==> config.mk <==
export PLATFORM = sky130hd
export DESIGN_NAME = weight_fetch_scheduler
export DESIGN_NICKNAME = d
export VERILOG_FILES = /design/src/rtl/weight_sched_pkg.sv /design/src/rtl/rr_arbiter.sv /design/src/rtl/weight_fetch_scheduler.sv
export SDC_FILE = /design/constraint.sdc
export NUM_CORES = 1
export LEC_CHECK = 0
export CAP_MARGIN = 0
export CORE_ASPECT_RATIO = 0.5
export CORE_MARGIN = 2
export CORE_UTILIZATION = 38
export DETAILED_ROUTE_END_ITERATION = 8
export PLACE_DENSITY = 0.88
export SLEW_MARGIN = 20
export SYNTH_ARGS = -nofsm -noshare
export SYNTH_HDL_FRONTEND = slang
export SYNTH_SLANG_ARGS = --single-unit
==> constraint.sdc <==
create_clock -name clk -period 2.2 [get_ports clk]
set_input_delay 0.44 -clock clk [delete_from_list [all_inputs] [get_ports clk]]
set_output_delay 0.44 -clock clk [all_outputs]
set_load 0.01 [all_outputs]
==> src/rtl/weight_sched_pkg.sv <==
// Shared types and constants for the weight fetch scheduler.
package weight_sched_pkg;

  localparam int DEF_DATA_LEN  = 64;
  localparam int DEF_NUM_LANES = 4;
  localparam int DEF_BURST_LEN = 16;

  typedef enum logic [1:0] {
    ARB    = 2'd0,
    STREAM = 2'd1,
    DRAIN  = 2'd2
  } state_t;

  // Ceiling log2; returns 0 for values <= 1.
  function automatic int clog2(input int value);
    int r;
    r = 0;
    while ((1 << r) < value) r++;
    return r;
  endfunction

endpackage

==> src/rtl/rr_arbiter.sv <==
// Combinational round-robin arbiter: one-hot grant to the first requester
// at or after ptr, wrapping past the top lane. The pointer register lives
// in the caller.
module rr_arbiter
  import weight_sched_pkg::*;
#(
  parameter int NUM_LANES = DEF_NUM_LANES,
  localparam int PTR_W    = clog2(NUM_LANES)
) (
  input  logic [NUM_LANES-1:0] req,
  input  logic [PTR_W-1:0]     ptr,
  output logic [NUM_LANES-1:0] grant
);

  logic           found;
  int             idx_int;
  logic [PTR_W-1:0] idx;

  // Scan lanes starting at ptr and grant the first active request.
  always_comb begin
    grant   = '0;
    found   = 1'b0;
    idx_int = 0;
    idx     = '0;
    for (int i = 0; i < NUM_LANES; i++) begin
      idx_int = int'(ptr) + i;
      if (idx_int >= NUM_LANES) idx_int = idx_int - NUM_LANES;
      idx = PTR_W'(idx_int);
      if (!found && req[idx]) begin
        grant[idx] = 1'b1;
        found      = 1'b1;
      end
    end
  end

endmodule

==> src/rtl/weight_fetch_scheduler.sv <==
// Weight fetch scheduler: shares one show-ahead weight FIFO among the PE
// lanes, granting one lane at a time round-robin and streaming exactly
// BURST_LEN words per grant through a 1-deep output register.
// Optional build macro WFS_STALL_CNT_EN adds stall_cnt, a saturating count
// of STREAM cycles in which the FIFO starved an otherwise ready datapath.
module weight_fetch_scheduler
  import weight_sched_pkg::*;
#(
  parameter int DATA_LEN  = DEF_DATA_LEN,
  parameter int NUM_LANES = DEF_NUM_LANES,
  parameter int BURST_LEN = DEF_BURST_LEN
) (
  input  logic                 clk,
  input  logic                 rst,
  input  logic [DATA_LEN-1:0]  fifo_data,
  input  logic                 fifo_empty,
  output logic                 fifo_req,
  input  logic [NUM_LANES-1:0] lane_req,
  input  logic [NUM_LANES-1:0] lane_ready,
  output logic [NUM_LANES-1:0] lane_grant,
  output logic [DATA_LEN-1:0]  wt_data,
  output logic                 wt_valid,
  output logic                 wt_last,
  output logic                 busy
`ifdef WFS_STALL_CNT_EN
  ,
  output logic [31:0]          stall_cnt
`endif
);

  localparam int PTR_W = clog2(NUM_LANES);
  localparam int CNT_W = clog2(BURST_LEN + 1);

  state_t               state_q,   state_d;
  logic [PTR_W-1:0]     ptr_q,     ptr_d;
  logic [NUM_LANES-1:0] grant_q,   grant_d;
  logic [DATA_LEN-1:0]  data_q,    data_d;
  logic                 valid_q,   valid_d;
  logic                 last_q,    last_d;
  logic [CNT_W-1:0]     pop_cnt_q, pop_cnt_d;

  logic [NUM_LANES-1:0] arb_grant;
  logic [PTR_W-1:0]     g_idx;
  logic [PTR_W-1:0]     ptr_next;
  logic                 gnt_ready;
  logic                 xfer;
  logic                 last_pop;

  rr_arbiter #(
    .NUM_LANES (NUM_LANES)
  ) u_arb (
    .req   (lane_req),
    .ptr   (ptr_q),
    .grant (arb_grant)
  );

  assign gnt_ready = |(lane_ready & grant_q);
  assign xfer      = valid_q & gnt_ready;
  assign last_pop  = (pop_cnt_q == CNT_W'(BURST_LEN - 1));
  // A pop is only allowed when the output register is empty or emptying.
  assign fifo_req  = (state_q == STREAM) & ~fifo_empty & (~valid_q | gnt_ready);

  assign lane_grant = grant_q;
  assign wt_data    = data_q;
  assign wt_valid   = valid_q;
  assign wt_last    = last_q;
  assign busy       = (state_q != ARB);

  // Encode the owning lane and derive the pointer that follows it.
  always_comb begin
    g_idx = '0;
    for (int i = 0; i < NUM_LANES; i++) begin
      if (grant_q[i]) g_idx = PTR_W'(i);
    end
    ptr_next = (g_idx == PTR_W'(NUM_LANES - 1)) ? '0 : g_idx + PTR_W'(1);
  end

  // Next-state logic for arbitration, streaming and draining the last word.
  always_comb begin
    state_d   = state_q;
    ptr_d     = ptr_q;
    grant_d   = grant_q;
    data_d    = data_q;
    valid_d   = valid_q;
    last_d    = last_q;
    pop_cnt_d = pop_cnt_q;
    case (state_q)
      ARB: begin
        if (|lane_req) begin
          grant_d   = arb_grant;
          pop_cnt_d = '0;
          state_d   = STREAM;
        end
      end
      STREAM: begin
        if (fifo_req) begin
          data_d    = fifo_data;
          valid_d   = 1'b1;
          last_d    = last_pop;
          pop_cnt_d = pop_cnt_q + CNT_W'(1);
          if (last_pop) state_d = DRAIN;
        end else if (xfer) begin
          valid_d = 1'b0;
          last_d  = 1'b0;
        end
      end
      DRAIN: begin
        if (xfer) begin
          valid_d = 1'b0;
          last_d  = 1'b0;
          grant_d = '0;
          ptr_d   = ptr_next;
          state_d = ARB;
        end
      end
      default: state_d = ARB;
    endcase
  end

  // FSM and registered outputs; reset aborts any burst in flight.
  always_ff @(posedge clk) begin
    if (rst) begin
      state_q   <= ARB;
      ptr_q     <= '0;
      grant_q   <= '0;
      data_q    <= '0;
      valid_q   <= 1'b0;
      last_q    <= 1'b0;
      pop_cnt_q <= '0;
    end else begin
      state_q   <= state_d;
      ptr_q     <= ptr_d;
      grant_q   <= grant_d;
      data_q    <= data_d;
      valid_q   <= valid_d;
      last_q    <= last_d;
      pop_cnt_q <= pop_cnt_d;
    end
  end

`ifdef WFS_STALL_CNT_EN
  logic [31:0] stall_cnt_q, stall_cnt_d;
  logic        starve;

  assign starve    = (state_q == STREAM) & fifo_empty & (~valid_q | gnt_ready);
  assign stall_cnt = stall_cnt_q;

  // Saturating count of cycles the FIFO starved a burst.
  always_comb begin
    stall_cnt_d = stall_cnt_q;
    if (starve && (stall_cnt_q != 32'hFFFF_FFFF)) stall_cnt_d = stall_cnt_q + 32'd1;
  end

  // Starvation counter register.
  always_ff @(posedge clk) begin
    if (rst) stall_cnt_q <= '0;
    else     stall_cnt_q <= stall_cnt_d;
  end
`endif

endmodule
Word level (Yosys, flattened, before mapping)
Index checks and enable logic that the tools add are counted.
- bits in registers: 79
- bits in latches: 0
- RAM bits: 0
- memory bits (read-only): 0
- bits of input ports: 75
- output and inout port bits: 72
- logic and storage cells: 116
- memories: 0
- add/sub/neg operators: 9
- multiply operators: 0
- div/mod/pow operators: 0
- $lt $le $gt $ge: 12
- equal/unequal tests: 8
- shifts and indexed selects: 0
- muxes and demuxes: 48
- bitwise gates (word level): 10
- reductions and logical operators: 22
- operators with widths (cell ; count):
    4-bit 2-to-1 mux ; 6
    2-bit 2-to-1 mux ; 11
    1-bit 2-to-1 mux ; 16
    2-bit by 3-bit less-than comparator with 1-bit output (second input constant) ; 4
    4-bit OR ; 3
    5-bit 2-to-1 mux ; 2
    5-bit one-hot mux with 2 select lines ; 1
    3-bit >= comparator (second input constant) ; 3
    1-bit binary-select mux with 2-bit select ; 4
    1-bit demux with 2-bit select ; 4
    2-bit by 1-bit >= comparator with 1-bit output (second input constant) ; 4
    2-bit inequality test (second input constant) ; 4
    4-bit one-hot mux with 2 select lines ; 1
    2-bit nonzero test ; 4
    4-bit OR reduction ; 2
    2-bit by 1-bit subtractor with 2-bit output (second input constant) ; 4
    1-bit logical AND ; 7
    2-bit by 2-bit adder with 3-bit output (second input constant) ; 2
    2-bit one-hot mux with 3 select lines ; 1
    3-bit AND reduction ; 2
    5-bit by 1-bit adder with 5-bit output (second input constant) ; 1
    5-bit by 4-bit == test with 1-bit output (second input constant) ; 1
    4-bit bitwise AND ; 1
    2-bit == test (second input constant) ; 2
    12 further kinds ; 19

Depth between registers and ports, before layout
Gate-level depths: netlist of the first run.
- depth after elaboration: 16
- gate-level depth with buffers: 10

By module
A second synthesis of the first run with hierarchy kept.
- cell total of the unflattened synthesis: 425
- area total of the unflattened synthesis: 3475.8 µm²
- modules (own cells, without submodules) (module ; times used ; cells each ; area each (µm²) ; sequential area each (µm²)):
    weight_fetch_scheduler ; 1 ; 395 ; 3173.0 ; 1581.5
    rr_arbiter ; 1 ; 30 ; 302.8 ; 0.0

Worst setup path before layout of the first run
Ideal clock, no wire load.
- path type: reg-to-reg
- start point: register ptr_q[0]
- end point: register grant_q[3] (netlist: lane_grant[3])
- library setup time: 126 ps
- arrival: 1963 ps
- required time: 2074 ps
- path slack: 111 ps
- cell stages (with the launch flop): 8
- period minus slack after synthesis: 2089 ps
- cells stage by stage: dfxtp_1 -> inv_1 -> ha_1 -> mux4_2 -> nor2b_1 -> a22o_1 -> nand2_1 -> o211ai_1
- longest elaborated chain between the ends: 16
- elaborated cells on any way between the ends: 61
- those cells by class: add/sub (7); order compare (12); mux (29); bitwise (3); reduce/logical (10)
- ends and longest elaborated chain (what ; line ; source):
    start, declared ; weight_fetch_scheduler.sv:35 ; logic [PTR_W-1:0] ptr_q, ptr_d;
    start signal, assigned ; weight_fetch_scheduler.sv:132 ; ptr_q <= ptr_d;
    parallel branches: the longest is 13 deep, another holds 2-bit by 1-bit adder with 3-bit output ; -- ;
    4-bit 2-to-1 mux * ; rr_arbiter.sv:29 ; if (!found && req[idx]) begin
    4-bit 2-to-1 mux * ; weight_fetch_scheduler.sv:89 ; if (|lane_req) begin
    4-bit one-hot mux with 2 select lines * ; weight_fetch_scheduler.sv:87 ; case (state_q)
    end signal, assigned ; weight_fetch_scheduler.sv:133 ; grant_q <= grant_d;
    end, declared ; weight_fetch_scheduler.sv:36 ; logic [NUM_LANES-1:0] grant_q, grant_d;
Mark *: on every way between the ends. The select of a mux whose other input is x is not followed.
A chain may end at the register's enable or synchronous reset.

Final worst setup path of the first run
- start point: input lane_ready[2]
- end point: output fifo_req
- longest elaborated chain between the ends: 4
- ends and longest elaborated chain (what ; line ; source):
    start, declared ; weight_fetch_scheduler.sv:19 ; input logic [NUM_LANES-1:0] lane_ready,
    4-bit bitwise AND ; weight_fetch_scheduler.sv:57 ; assign gnt_ready = |(lane_ready & grant_q);
    4-bit OR reduction ; weight_fetch_scheduler.sv:57 ;
    1-bit OR ; weight_fetch_scheduler.sv:61 ; assign fifo_req = (state_q == STREAM) & ~fifo_empty & (~valid_q | gnt_ready);
    1-bit bitwise AND ; weight_fetch_scheduler.sv:61 ;
    end, declared ; weight_fetch_scheduler.sv:17 ; output logic fifo_req,
No other way between the ends.

==> impl_metrics.py, run 1 <==
metrics = {
    "cts": {
        "clk_latency_ns": 0.33,
        "clock-root-buffer": "clkbuf_16",
        "clk_path_buf_depth": 2,
        "numCtsBuffers": 9,
        "cts.htree.levels": 3,
        "clkSlewWorstSetupHoldPaths_ns": 0.06,
        "cts.sinks": 79,
        "cts_tree": "yes",
    },
    "worst_setup_path": {
        "slowest_stage": "clkdlybuf4s50_1",
        "cp.required_ns": 1.76,
        "slowest_delay_ns": 0.44,
        "criticalPathCategory": "in2out",
        "worstPathMaxFanout": 3,
        "critPathBufInv": 3,
        "cp.arrival_ns": 1.71,
        "cp-start-kind": "input port",
        "endpoint_kind": "primary output",
        "reg2regPathDepth": 7,
        "path_delay_family": "buffers and inverters",
        "crit_chain": "clkdlybuf4s50_1 > a22oi_2 > a31o_2 > clkinv_4 > clkdlybuf4s15_1",
        "cp.depth": 5,
    },
    "placement": {
        "place.gp.congestion": 0.816,
        "dp_slack_ns": -0.336,
        "hpwl_um": 6630,
        "postPlaceCellArea_um2": 4900,
        "place.port_buffers": 146,
    },
    "sta": {
        "period_share": 0.976,
        "setup_slack_ns": 0.0533,
        "hold_viol_final": 0,
        "slew_viol_final": 0,
        "period_minus_slack_ns": 2.15,
        "rsz0062_at_grt": "no",
        "tightest_slew_ns": 0.767,
        "fin_worst_skew_ns": 0.00552,
        "relSlewSlack": 0.489,
        "fmax_mhz": 466,
        "setup_violations": 0,
    },
    "grt": {
        "grt_pass1_wl_um": 15500,
        "busiest_layer": "met2",
        "grtUsageTotal": 0.202,
        "grt-ovfl-total": 0,
        "antenna_found_initial": 0,
        "grt_util_met2": 0.383,
        "grt_pass1_vias": 3310,
        "grt_util_met1": 0.221,
        "grt_max_degree": 77,
        "grtUsageMet3": 0.0407,
    },
    "logic_synthesis": {
        "yosys_warnings": 0,
        "postSynthCellCount": 409,
        "synth_edf_count": 0,
        "synth_ff_type": "dfxtp_1",
        "syn_area_um2": 3310,
        "synth_largest_area_cell": "dfxtp_1",
        "ys_top_cells_by_count": "nand2_1, dfxtp_1, a21oi_1",
        "synth_area_leaders": "dfxtp_1, nand2_1, a21oi_1",
        "synth.top_cell.area_share": 0.478,
        "async_reset_ff_frac": 0,
        "synth-seq-cells": 79,
        "ys_types": 36,
        "syn_nets": 497,
        "yosysSeqAreaShare": 0.478,
        "avgSynthCellArea_um2": 8.09,
        "synth_most_common_cell": "nand2_1",
    },
    "drt": {
        "wl_per_cell_um": 14.6,
        "drc": 0,
        "via_count": 3400,
        "avgViaCountPerCell": 5.02,
        "drtAntennaViolNets": 0,
        "routed_wl_um": 9870,
        "dr.pass1.iters": 4,
        "drtIter0Drc": 216,
    },
    "die": {
        "start_util": 0.402,
        "io_pins": 147,
        "fp.dieW_um": 136,
        "die_h_um": 70.0,
        "core_area_um2": 8230,
        "num_rows": 23,
        "die_area_um2": 9510,
    },
    "final_layout": {
        "antennaDiodeCount": 0,
        "nets": 648,
        "nFillCells": 638,
        "fin_util": 0.638,
        "areaGrowthSynthToFinish_pct": 58.7,
        "finalInstanceArea_um2": 5250,
        "drive_gt1_frac": 0.0832,
    },
    "worst_hold_path": {
        "hold_path.class": "reg2reg",
        "holdPathStages": 2,
    },
    "power_and_ir_drop": {
        "peakVddDrop_mv": 0.411,
        "cell_internal_pwr_mw": 3.29,
        "clock_power_share": 0.301,
        "netSwitchingPower_mw": 1.54,
        "p_leak_nw": 1.88,
        "netSwitchingFraction": 0.319,
        "comb_power_share": 0.334,
        "p_seq_frac": 0.364,
        "power.density_nw_per_um2": 920,
    },
    "outcome": {
        "outcome": "finished, final reports clean",
    },
    "job": {
        "maxCapViolations": 0,
    },
}
## per-layer routing
| layer | part of all wire | wire (um) |
|---|---|---|
| met5 | 0 | 0 |
| met4 | 0.029 | 289 |
| met3 | 0.033 | 324 |
| met2 | 0.54 | 5320 |
| met1 | 0.40 | 3940 |
## power groups by stage
| stage | Combinational (mW) | Clock, mW | Sequential [mW] |
|---|---|---|---|
| 6_report | 1.61 | 1.45 | 1.76 |
| 5_1_grt | 1.76 | 1.56 | 1.78 |
| 4_1_cts | 1.59 | 1.49 | 1.76 |
| 3_5_place_dp | 1.55 | 0 | 1.78 |
| 3_3_place_gp | 1.51 | 0 | 1.77 |
| 2_1_floorplan | 0.754 | 0 | 1.85 |
## sequential cells by signal (all words and copies together) (netlist names)
signal      cells
lane_grant      4
pop_cnt_q       5
ptr_q           2
state_q         2
wt_data        64
wt_last         1
wt_valid        1
## final cells by class
cell class / instances / area (um2) / share of cell area
Tap cell: 112 / 140 / 0.0267
Inverter: 11 / 46.3 / 0.00882
Multi-Input combinational cell: 295 / 1580 / 0.301
Timing Repair Buffer: 164 / 1600 / 0.305
Clock inverter: 7 / 73.8 / 0.0141
Sequential cell: 79 / 1580 / 0.302
Clock buffer: 9 / 225 / 0.0429
## logic make-up (layout without fill, tap and decap cells)
kind of cell	after synthesis	in the layout	synth area share
flip-flops	79	79	0.478
adder cells (fa/ha/maj)	13	13	0.0492
multiplexers	9	9	0.0393
AND/OR/NAND/NOR	174	174	0.213
buffers and inverters	35	191	0.0481
AO/OA/AOI/OAI	99	99	0.172
## cell usage in the layout, fill, tap and decap left out, types with 2 or more instances in the layout
cell / count
clkdlybuf4s50_1: 143
nand2_1: 140
a21oi_1: 78
dfxtp_1: 78
buf_4: 16
nor2_1: 13
ha_1: 12
inv_1: 10
clkbuf_16: 9
nor3b_1: 5
clkinv_4: 4
mux2i_1: 4
nor3_1: 4
o211ai_1: 4
a32oi_1: 4
mux4_2: 3
a22oi_2: 2
nor4_1: 2
and2_1: 2
mux2_2: 2
nand3_1: 2
o21ai_0: 2
or3_1: 2
clkinv_2: 2
buf_6: 2
## worst paths after layout
kind	from	end	slack, ns
setup / recovery	lane_ready[2]	fifo_req	0.05
hold / removal	wt_data[52]	wt_data[52]	0.45
setup reg to reg	ptr_q[0]	lane_grant[3]	0.20
hold reg to reg	wt_data[52]	wt_data[52]	0.45
## worst register-to-register path, cell delays in order, from the launching register on
cell	delay, ns
dfxtp_1	0.33
inv_1	0.11
ha_1	0.39
mux4_2	0.53
nor2b_1	0.19
a22o_1	0.20
nand2_1	0.07
o211ai_1	0.08
## what timing repair did
item / 4_1_cts / 5_1_grt
hold buffers: 0 / 0
setup endpoints to repair: 5 / 14
pin swaps: 1 / 2
gates resized for setup: 4 / 4
buffers inserted: 0 / 3
## metrics by stage
stage               std cells  power, mW  setup TNS (ns)  hold slack (ns)
global placement          658       3.28           -6.07            0.440
CTS                       674       4.84        -0.00106            0.456
detailed placement        658       3.33           -8.94            0.447
finish                    677       4.83               0            0.453
floorplan                 409       2.61               0            0.457
global route              677       5.09               0            0.474
(Power assumes the default switching activity.)
==> inputs of run 2 (changes only) <==
--- a/config.mk
+++ b/config.mk
@@ -8,9 +8,9 @@
 export CAP_MARGIN = 0
 export CORE_ASPECT_RATIO = 0.5
 export CORE_MARGIN = 2
-export CORE_UTILIZATION = 38
+export CORE_UTILIZATION = 45
 export DETAILED_ROUTE_END_ITERATION = 8
-export PLACE_DENSITY = 0.88
+export PLACE_DENSITY = 0.95
 export SLEW_MARGIN = 20
 export SYNTH_ARGS = -nofsm -noshare
 export SYNTH_HDL_FRONTEND = slang
==> constraint.sdc (replaced) <==
create_clock -name clk -period 2.65 [get_ports clk]
set_input_delay 0.53 -clock clk [delete_from_list [all_inputs] [get_ports clk]]
set_output_delay 0.53 -clock clk [all_outputs]
set_load 0.01 [all_outputs]
==> impl_metrics.py, run 2 (synthesized netlist as in run 1, its figures left out) <==
metrics = {
    "worst_setup_path": {
        "crit_chain": "clkdlybuf4s50_1 > a22oi_2 > a31o_2 > clkinv_4 > clkdlybuf4s50_1",
        "endpoint_kind": "primary output",
        "cp_common_cell": "clkdlybuf4s50_1",
        "criticalPathCategory": "in2out",
        "critPathBufInv": 3,
        "worstPathMaxFanout": 8,
        "cp-start-kind": "input port",
        "cp.required_ns": 2.12,
        "path_delay_family": "buffers and inverters",
        "cp.arrival_ns": 2.08,
        "slowest_stage": "clkdlybuf4s50_1",
        "slowest_delay_ns": 0.48,
    },
    "sta": {
        "fin_worst_skew_ns": 0.00595,
        "tightest_slew_ns": 0.689,
        "setup_slack_ns": 0.0442,
        "hold_viol_final": 0,
        "fmax_mhz": 384,
        "slew_viol_final": 0,
        "whs_ns": 0.453,
        "period_minus_slack_ns": 2.61,
        "setup_violations": 0,
        "setup_tns_ns": 0,
        "relSlewSlack": 0.541,
        "period_share": 0.983,
    },
    "die": {
        "start_util": 0.459,
        "core_area_um2": 7210,
        "fp.dieW_um": 125,
        "die_h_um": 64.6,
        "die_area_um2": 8090,
        "io_pins": 147,
        "num_rows": 22,
    },
    "outcome": {
        "outcome": "finished, final reports clean",
    },
    "drt": {
        "drc": 0,
        "via_count": 3424,
        "wl_per_cell_um": 15.9,
        "drtIter0Drc": 288,
        "avgViaCountPerCell": 5.25,
        "dr.pass1.iters": 4,
        "routed_wl_um": 10300,
        "drtAntennaViolNets": 0,
    },
    "cts": {
        "cts.htree.levels": 3,
        "numCtsBuffers": 9,
        "clkSlewWorstSetupHoldPaths_ns": 0.06,
        "ctsHoldBuffers": 0,
        "clk_latency_ns": 0.34,
        "clk_path_buf_depth": 2,
        "cts_tree": "yes",
        "clock-root-buffer": "clkbuf_16",
        "cts.sinks": 79,
    },
    "final_layout": {
        "layout_common_cells": "clkdlybuf4s50_1, nand2_1, dfxtp_1, a21oi_1, nor2_1",
        "finalInstanceArea_um2": 5200,
        "nFillCells": 512,
        "mostFrequentLayoutCell": "clkdlybuf4s50_1",
        "areaGrowthSynthToFinish_pct": 57.1,
        "nets": 639,
        "antennaDiodeCount": 0,
        "drive_gt1_frac": 0.0665,
        "largest_reg_flops": 64,
    },
    "power_and_ir_drop": {
        "power.density_nw_per_um2": 812,
        "p_leak_nw": 1.84,
        "peakVddDrop_mv": 0.404,
    },
    "grt": {
        "grt-ovfl-total": 0,
        "grt_max_degree": 69,
        "grt_pass1_wl_um": 16000,
        "grt_pass1_vias": 3431,
        "grtUsageTotal": 0.247,
        "antenna_found_initial": 0,
    },
    "placement": {
        "dp_slack_ns": 0.0554,
        "place.port_buffers": 146,
        "place.gp.congestion": 0.804,
        "hpwl_um": 6680,
        "postPlaceCellArea_um2": 4820,
    },
    "worst_hold_path": {
        "hold_path.class": "reg2reg",
    },
    "job": {
        "maxCapViolations": 0,
    },
}
run 2: through the flow:
| stage | power (mW) | utilization | cells |
|---|---|---|---|
| after CTS | 4.18 | 0.716 | 649 |
| after global routing | 4.41 | 0.721 | 652 |
| after detailed placement | 2.74 | 0.668 | 633 |
| after floorplan | 2.16 | - | 409 |
| after global placement | 2.69 | 0.668 | 633 |
| final | 4.22 | 0.721 | 652 |
run 2: layer usage:
layer / GRT usage / routed length (um)
met3: 0.0487 / 341
met2: 0.478 / 5400
met1: 0.261 / 4170
met4: 0.125 / 431
met5: 0 / 0
run 2: final cells by class:
type                            instances  area [um2]  share of cell area
Clock buffer                            9         225              0.0433
Clock inverter                          7         120              0.0231
Inverter                               11        46.3             0.00891
Multi-Input combinational cell        295        1580               0.304
Sequential cell                        79        1580               0.304
Tap cell                               96         120              0.0231
Timing Repair Buffer                  155        1520               0.293
run 2: worst paths after layout:
path,slack (ns),from,depth (start not counted),end
worst max-delay path,0.04,lane_ready[0],5,fifo_req
worst min register to register,0.45,wt_data[55],2,wt_data[55]
worst min-delay path,0.45,wt_data[55],2,wt_data[55]
worst max register to register,0.35,ptr_q[0],6,lane_grant[1]
run 2: where the power goes:
part | internal [mW] | switching (mW)
clock network | 0.923 | 0.502
logic | 0.625 | 0.707
registers | 1.35 | 0.110
run 2: timing repair:
action	CTS	global route
resized for setup	0	2
hold endpoints to repair	0	0
endpoints found under the setup margin	0	1
buffers inserted	0	3
run 2: worst reg2reg max path, cell delays in order, from the launching register on:
cell,delay [ns]
dfxtp_1,0.53
inv_1,0.19
ha_1,0.40
mux4_2,0.53
nor2b_1,0.18
a32oi_1,0.21
o211ai_1,0.12
